## src/rtl/conv_pkg.sv

```systemverilog
`default_nettype none
// conv_pkg: shared sample/result types and converter offsets for conv_arbiter. Rev 1.0
package conv_pkg;
  localparam int SAMPLE_W   = 4;
  localparam int RESULT_W   = 5;
  localparam int POS_OFFSET = 3;
  localparam int NEG_OFFSET = 2;

  typedef logic signed [SAMPLE_W-1:0] sample_t;
  typedef logic signed [RESULT_W-1:0] result_t;
endpackage
`default_nettype wire

```

## src/rtl/conv_core.sv

```systemverilog
`default_nettype none
// conv_core: combinational converter, y = x+3 for x >= 0, y = x-2 for x < 0. Rev 1.0
module conv_core
  import conv_pkg::*;
(
  input  sample_t sample,
  output result_t result
);
  result_t ext;

  // Range is -10..+10, so 5 bits never overflow and no saturation is needed.
  assign ext    = {sample[SAMPLE_W-1], sample};
  assign result = sample[SAMPLE_W-1] ? ext - result_t'(NEG_OFFSET)
                                     : ext + result_t'(POS_OFFSET);
endmodule
`default_nettype wire

```

## src/rtl/conv_arbiter.sv

```systemverilog
`default_nettype none
// conv_arbiter: two requesters share one converter feeding an output FIFO (FIFO_DEPTH 2 or 4).
// Define CONV_ARB_RR_EN for round-robin contention; otherwise requester 0 has fixed priority. Rev 1.0
module conv_arbiter
  import conv_pkg::*;
#(
  parameter int FIFO_DEPTH = 2
) (
  input  logic    clk,
  input  logic    rst,
  input  logic    req0_valid,
  input  sample_t req0_data,
  output logic    req0_ready,
  input  logic    req1_valid,
  input  sample_t req1_data,
  output logic    req1_ready,
  output logic    out_valid,
  output result_t out_data,
  output logic    out_id,
  input  logic    out_ready
);
  localparam int PW = $clog2(FIFO_DEPTH);
  localparam int CW = $clog2(FIFO_DEPTH + 1);

  result_t         mem_data [FIFO_DEPTH];
  logic            mem_id   [FIFO_DEPTH];
  logic [PW-1:0]   wr_ptr;
  logic [PW-1:0]   rd_ptr;
  logic [CW-1:0]   count;
  logic            last_grant;
  logic            unused_last_grant;

  logic            pop;
  logic            push;
  logic            can_push;
  logic            prefer0;
  logic            grant0;
  logic            grant1;
  sample_t         mux_sample;
  result_t         conv_result;

  function automatic logic [PW-1:0] ptr_next(input logic [PW-1:0] p);
    return (p == PW'(FIFO_DEPTH - 1)) ? '0 : p + PW'(1);
  endfunction

  // Outputs are forced low while rst is high, so nothing leaks out in the reset cycle.
  assign out_valid = !rst && (count != '0);
  assign out_data  = out_valid ? mem_data[rd_ptr] : '0;
  assign out_id    = out_valid ? mem_id[rd_ptr] : 1'b0;
  assign pop       = out_valid && out_ready;
  assign can_push  = !rst && ((count < CW'(FIFO_DEPTH)) || pop);

`ifdef CONV_ARB_RR_EN
  assign prefer0 = last_grant;
`else
  assign prefer0 = 1'b1;
`endif
  assign unused_last_grant = last_grant;

  assign grant0     = can_push && req0_valid && (!req1_valid || prefer0);
  assign grant1     = can_push && req1_valid && (!req0_valid || !prefer0);
  assign push       = grant0 || grant1;
  assign req0_ready = grant0;
  assign req1_ready = grant1;
  assign mux_sample = grant1 ? req1_data : req0_data;

  conv_core u_core (
    .sample (mux_sample),
    .result (conv_result)
  );

  always_ff @(posedge clk) begin
    if (rst) begin
      wr_ptr     <= '0;
      rd_ptr     <= '0;
      count      <= '0;
      last_grant <= 1'b1;
    end else begin
      if (push) begin
        mem_data[wr_ptr] <= conv_result;
        mem_id[wr_ptr]   <= grant1;
        wr_ptr           <= ptr_next(wr_ptr);
        last_grant       <= grant1;
      end
      if (pop) begin
        rd_ptr <= ptr_next(rd_ptr);
      end
      if (push && !pop) begin
        count <= count + CW'(1);
      end else if (pop && !push) begin
        count <= count - CW'(1);
      end
    end
  end
endmodule
`default_nettype wire

```

## config.mk

```make
export PLATFORM = sky130hd
export DESIGN_NAME = conv_arbiter
export DESIGN_NICKNAME = d
export VERILOG_FILES = /design/src/rtl/conv_pkg.sv /design/src/rtl/conv_core.sv /design/src/rtl/conv_arbiter.sv
export SDC_FILE = /design/constraint.sdc
export NUM_CORES = 1
export LEC_CHECK = 0
export BUFFER_PORTS_ARGS = -buffer_cell sky130_fd_sc_hd__clkbuf_2
export CORE_ASPECT_RATIO = 1.2
export CORE_UTILIZATION = 50
export CTS_CLUSTER_SIZE = 24
export DETAILED_ROUTE_END_ITERATION = 6
export PLACE_DENSITY = 0.75
export RECOVER_POWER = 100
export SYNTH_ARGS = -nofsm -noshare
export SYNTH_HDL_FRONTEND = slang
export SYNTH_HIERARCHICAL = 1
export SYNTH_SLANG_ARGS = --single-unit
```

## constraint.sdc

```tcl
create_clock -name clk -period 2.6 [get_ports clk]
set_input_delay 0 -clock clk [delete_from_list [all_inputs] [get_ports clk]]
set_output_delay 0 -clock clk [all_outputs]
set_load 0.1 [all_outputs]
```

After elaboration in Yosys (flattened, before gate mapping):

Memories as Yosys holds them, arrays and structs flattened. A register that Yosys moved wholly into a read port is not among the register bits.
Cells that the tools add are included.

* multipliers: 0
* reductions and logical operators: 16
* bitwise logic cells: 0
* divide/modulo/power cells: 0
* eq/ne operators: 0
* $lt $le $gt $ge: 1
* mux-type cells: 15
* shift-type cells: 0
* add/subtract/negate cells: 6

Operator list (count)
* 2-to-1 mux 1 bit: 10
* 2-to-1 mux 5 bit: 2
* logical AND 1 bit: 8
* adder 4 x 3 -> 5 bit, second input constant: 1
* subtractor 4 x 3 -> 5 bit, second input constant: 1
* zero test 1 bit: 4
* 2-to-1 mux 2 bit: 2
* 2-to-1 mux 4 bit: 1
* nonzero test 2 bit: 2
* adder 1 bit, second input constant: 2
* adder 2 x 1 -> 2 bit, second input constant: 1
* logical OR 1 bit: 2
* less-than comparator 2 bit, second input constant: 1
* subtractor 2 x 1 -> 2 bit, second input constant: 1

* ROM bits: 0
* word-level logic and storage cells: 43
* bits of input ports: 13
* memories kept: 2
* bits in registers: 4
* bits in latches: 0
* memory bits (writable): 12
* output and inout port bits: 9

Memories
* mem_data: depth 2, width 5, read ports 1, clocked after Yosys merged registers in 1, write ports 1, line conv_arbiter.sv:25 `result_t mem_data [FIFO_DEPTH];`
* mem_id: depth 2, width 1, read ports 1, clocked after Yosys merged registers in 1, write ports 1, line conv_arbiter.sv:26 `logic mem_id [FIFO_DEPTH];`

Depth between registers and ports, before layout:

* depth after elaboration: 12
* depth in mapped cells: 8
* gate-level depth less buffers: 7

Modules after synthesis:

Netlist, hierarchy kept.

By module, submodules not included
* conv_arbiter: instances 1, sequential area each 460.4 µm², area each 765.7 µm², cells each 57
* conv_core: instances 1, sequential area each 0.0 µm², area each 131.4 µm², cells each 15

Worst setup path after synthesis:

Ideal clock, no wire load.

* path kind: reg2reg
* from: register count[1]
* to: memory mem_data[0][3] (netlist name) (data pin)
* setup slack: -0.261 ns
* path buffers: 0
* data arrival time: 2.599 ns
* cell stages (with the launch flop): 7
* period minus slack after synthesis: 2.861 ns
* setup time: 0.262 ns
* required time: 2.338 ns
* path through: dfxtp_1 > nor2b_2 > nor4b_4 > mux2_2 > ha_1 > a211oi_2 > a21oi_1

* cells in the longest elaborated chain, start to end: 10
* elaborated cells on any way between the ends: 12
* classes of those cells: 2 x add/sub; 1 x order compare; 2 x mux; 7 x reduce/logical

Ends and longest elaborated chain
* from (decl): line conv_arbiter.sv:29 `logic [CW-1:0] count;`
* from (signal assigned): line conv_arbiter.sv:89 `count <= count + CW'(1);`
* from (signal assigned): line conv_arbiter.sv:91 `count <= count - CW'(1);`
* nonzero test 2 bit: line conv_arbiter.sv:47 `assign out_valid = !rst && (count != '0);`
* logical AND 1 bit: line conv_arbiter.sv:47
* logical AND 1 bit: line conv_arbiter.sv:50 `assign pop = out_valid && out_ready;`
* logical OR 1 bit *: line conv_arbiter.sv:51 `assign can_push = !rst && ((count < CW'(FIFO_DEPTH)) || pop);`
* logical AND 1 bit *: line conv_arbiter.sv:51
* logical AND 1 bit * (2 in series): line conv_arbiter.sv:61 `assign grant1 = can_push && req1_valid && (!req0_valid || !prefer0);`
* named net req1_ready: line conv_arbiter.sv:16 `output logic req1_ready,`
* 2-to-1 mux 4 bit *: line conv_arbiter.sv:65 `assign mux_sample = grant1 ? req1_data : req0_data;`
* named net mux_sample[2]: line conv_arbiter.sv:39 `sample_t mux_sample;`
* adder 4 x 3 -> 5 bit / subtractor 4 x 3 -> 5 bit (equally long branches): line conv_core.sv:14, conv_core.sv:13
* 2-to-1 mux 5 bit *: line conv_core.sv:13 `assign result = sample[SAMPLE_W-1] ? ext - result_t'(NEG_OFFSET)`
* named net conv_result[3]: line conv_arbiter.sv:40 `result_t conv_result;`
* to (decl): line conv_arbiter.sv:25

The timed path passes the listed nets; every way through them passes the cells marked *.

Final worst setup path:

* from: register count[1]
* to: memory mem_data[0][2] (netlist name) (data pin)

* cells in the longest elaborated chain, start to end: 10
* elaborated cells on any way between the ends: 12
* classes of those cells: 2 x add/sub; 1 x order compare; 2 x mux; 7 x reduce/logical

Ends and longest elaborated chain (line)
* nonzero test 2 bit: conv_arbiter.sv:47
* logical AND 1 bit: conv_arbiter.sv:47
* logical AND 1 bit: conv_arbiter.sv:50
* logical OR 1 bit *: conv_arbiter.sv:51
* logical AND 1 bit *: conv_arbiter.sv:51
* logical AND 1 bit * (2 in series): conv_arbiter.sv:61
* 2-to-1 mux 4 bit *: conv_arbiter.sv:65
* named net mux_sample[1]: conv_arbiter.sv:39
* adder 4 x 3 -> 5 bit / subtractor 4 x 3 -> 5 bit (equally long branches): conv_core.sv:14, conv_core.sv:13
* 2-to-1 mux 5 bit *: conv_core.sv:13
* named net conv_result[2]: conv_arbiter.sv:40

Marks and branches as above.

==> results.json <==
{
  "seq_area_um2": 460,
  "antenna_found_initial": 0,
  "wirelength_um": 1440,
  "vias": 588,
  "grt_usage_pct": 18.8,
  "grt_pass1_vias": 605,
  "tns_ns": 0,
  "fin_nets": 114,
  "synthArstFlopShare_pct": 0,
  "cts_tree": "yes",
  "total_leakage_power_nw": 0.420,
  "synth_top_cell_area_share_pct": 40.2,
  "clockBufferDepth": 2,
  "fmax_ghz": 0.460,
  "synth_cell_type_count": 25,
  "synth_warnings": 6,
  "hold_buffers": 0,
  "via_per_inst": 5.20,
  "crit_chain": "nor2b_1 > nor4b_4 > mux2_1 > inv_4 > ha_1 > xor2_1 > mux2i_1",
  "drtPass1Iterations": 3,
  "synth_ff_type": "edfxtp_1",
  "grt_pass1_wl_um": 2540,
  "synth-edff-count": 12,
  "rows": 16,
  "avgSynthCellArea_um2": 12.5,
  "ys_ff_latch": 17,
  "numPortBuffers": 21,
  "status": "finished, final reports clean",
  "critPathMaxStageDelay_ns": 0.44,
  "final_cell_area_um2": 1030,
  "die_h_um": 48.4,
  "criticalPathCategory": "register to register",
  "area_growth_pct": 14.6,
  "cp_slowest_cell": "nor4b_4",
  "yosysSeqAreaShare_pct": 51.3,
  "post_cts_buffers": 0,
  "first_iter_violations": 4,
  "wl_per_cell_um": 12.7,
  "synth_top_cell_by_area": "edfxtp_1",
  "fin_crit_ns": 2.17,
  "max-vdd-ir-drop_mv": 0.338,
  "drive_gt1_share_pct": 22.1,
  "cts_root_buf": "clkbuf_4",
  "synth_fp_nets": 90,
  "initial_core_util_pct": 54.0,
  "drv_slew": 0,
  "syn-cell-area_um2": 897,
  "dp_hpwl_um": 1150,
  "critPathArrivalTime_ns": 2.20,
  "crit_path_end_kind": "register",
  "grt_max_degree": 10,
  "finalSetupViolCount": 0,
  "reg2reg_depth": 7,
  "tightestPinTransition_ns": 1.16,
  "required_ns": 2.63,
  "die_w_um": 40.7,
  "maxSlewHeadroom_pct": 22.8,
  "path_max_fanout": 7,
  "synthCells": 72,
  "grt_overflow_total": 0,
  "htree_levels": 1,
  "cts_resized": 0,
  "clk_pin_slew_ns": 0.09,
  "grt_setup_unrepaired": "no",
  "layout_common_cells": "clkbuf_1, clkbuf_2, edfxtp_1",
  "core-area_um2": 1660,
  "insertion_delay_ns": 0.28,
  "drc": 0,
  "dieArea_um2": 1970,
  "hp-class": "primary input to register",
  "postRouteAntennaNets": 0,
  "start_kind": "register",
  "diodes": 0,
  "skew_ns": 0.00236,
  "hold_viol": 0,
  "gp_congestion": 0.756,
  "fin_crit_sh_pct": 83.5,
  "power_density_nw_per_um2": 770,
  "place_area_um2": 1050,
  "clock_sinks": 17,
  "yosys-top-cells-area": "edfxtp_1, dfxtp_1, mux2i_1",
  "multi_input_area_um2": 400,
  "whs_ns": 0.0129,
  "hold_depth": 2,
  "ioPinCount": 22,
  "nFillCells": 152,
  "tritoncts.num_buffers": 3,
  "cap_violations": 0
}
## kinds of logic after synthesis
| group | Yosys count | share of synthesized area, % |
|---|---|---|
| buf+inv | 8 | 4.60 |
| xor+xnor | 4 | 3.91 |
| simple gates | 18 | 12.3 |
| fa+ha+maj | 5 | 6.97 |
| compound gates | 6 | 4.74 |
| flops | 17 | 51.3 |
| mux | 14 | 16.2 |
## routing by layer
layer	part of all wire, %	GRT usage [%]
met3	3.6	2.75
met5	0	0
met4	2.2	10.0
met1	42	23.4
met2	52	29.6
## power breakdown
| part | switching [mW] | internal, mW |
|---|---|---|
| clock | 0.0790 | 0.0596 |
| sequential | 0.0263 | 0.333 |
| combinational | 0.220 | 0.0736 |
## cells in the mapped netlist (all sizes together) (2+ instances only)
cell / count
dfxtp: 5
buf: 2
inv: 4
ha: 5
clkbuf: 2
a21oi: 2
nand2b: 2
mux2: 4
o21bai: 2
edfxtp: 12
nor2: 8
xor2: 3
mux2i: 10
## critical path: cells and delay by family (launching register included)
family | cells | cell delay, ns
buffers and inverters | 1 | 0.10
DFF | 1 | 0.34
muxes | 2 | 0.54
adders and majority gates | 1 | 0.15
and+or+nand+nor | 2 | 0.63
xor gates and xnor gates | 1 | 0.16
## registers in the layout, indices dropped and copies added, names as in the netlist, named ones only
name and count:
rd_ptr 1, wr_ptr 1, mem_id 2, mem_data 10, count 2
## through the flow
step,power (mW),setup WS (ns),std cells,utilization (%)
after CTS,0.819,0.526,113,64.6
after floorplan,0.623,-0.225,72,-
after global routing,0.830,0.283,113,61.9
after global placement,0.673,0.592,109,63.0
final,0.792,0.428,113,61.9
after detailed placement,0.681,0.540,109,63.0
## layout make-up
class / count / share of cell area [%]
tap: 18 / 2.19
multi-input combinational: 47 / 38.9
clock buffer: 4 / 2.55
sequential: 17 / 44.8
inverter: 4 / 1.70
timing repair buffer: 23 / 9.85
## worst paths after layout
path / from / end / slack, ns
worst min register to register: rd_ptr / rd_ptr / 0.47
worst min-delay path: rst / count[1] / 0.01
worst max-delay path: count[1] / mem_data[0][2] / 0.43
worst max register to register: count[1] / mem_data[0][2] / 0.43
Power figures use the tool's default switching activity.
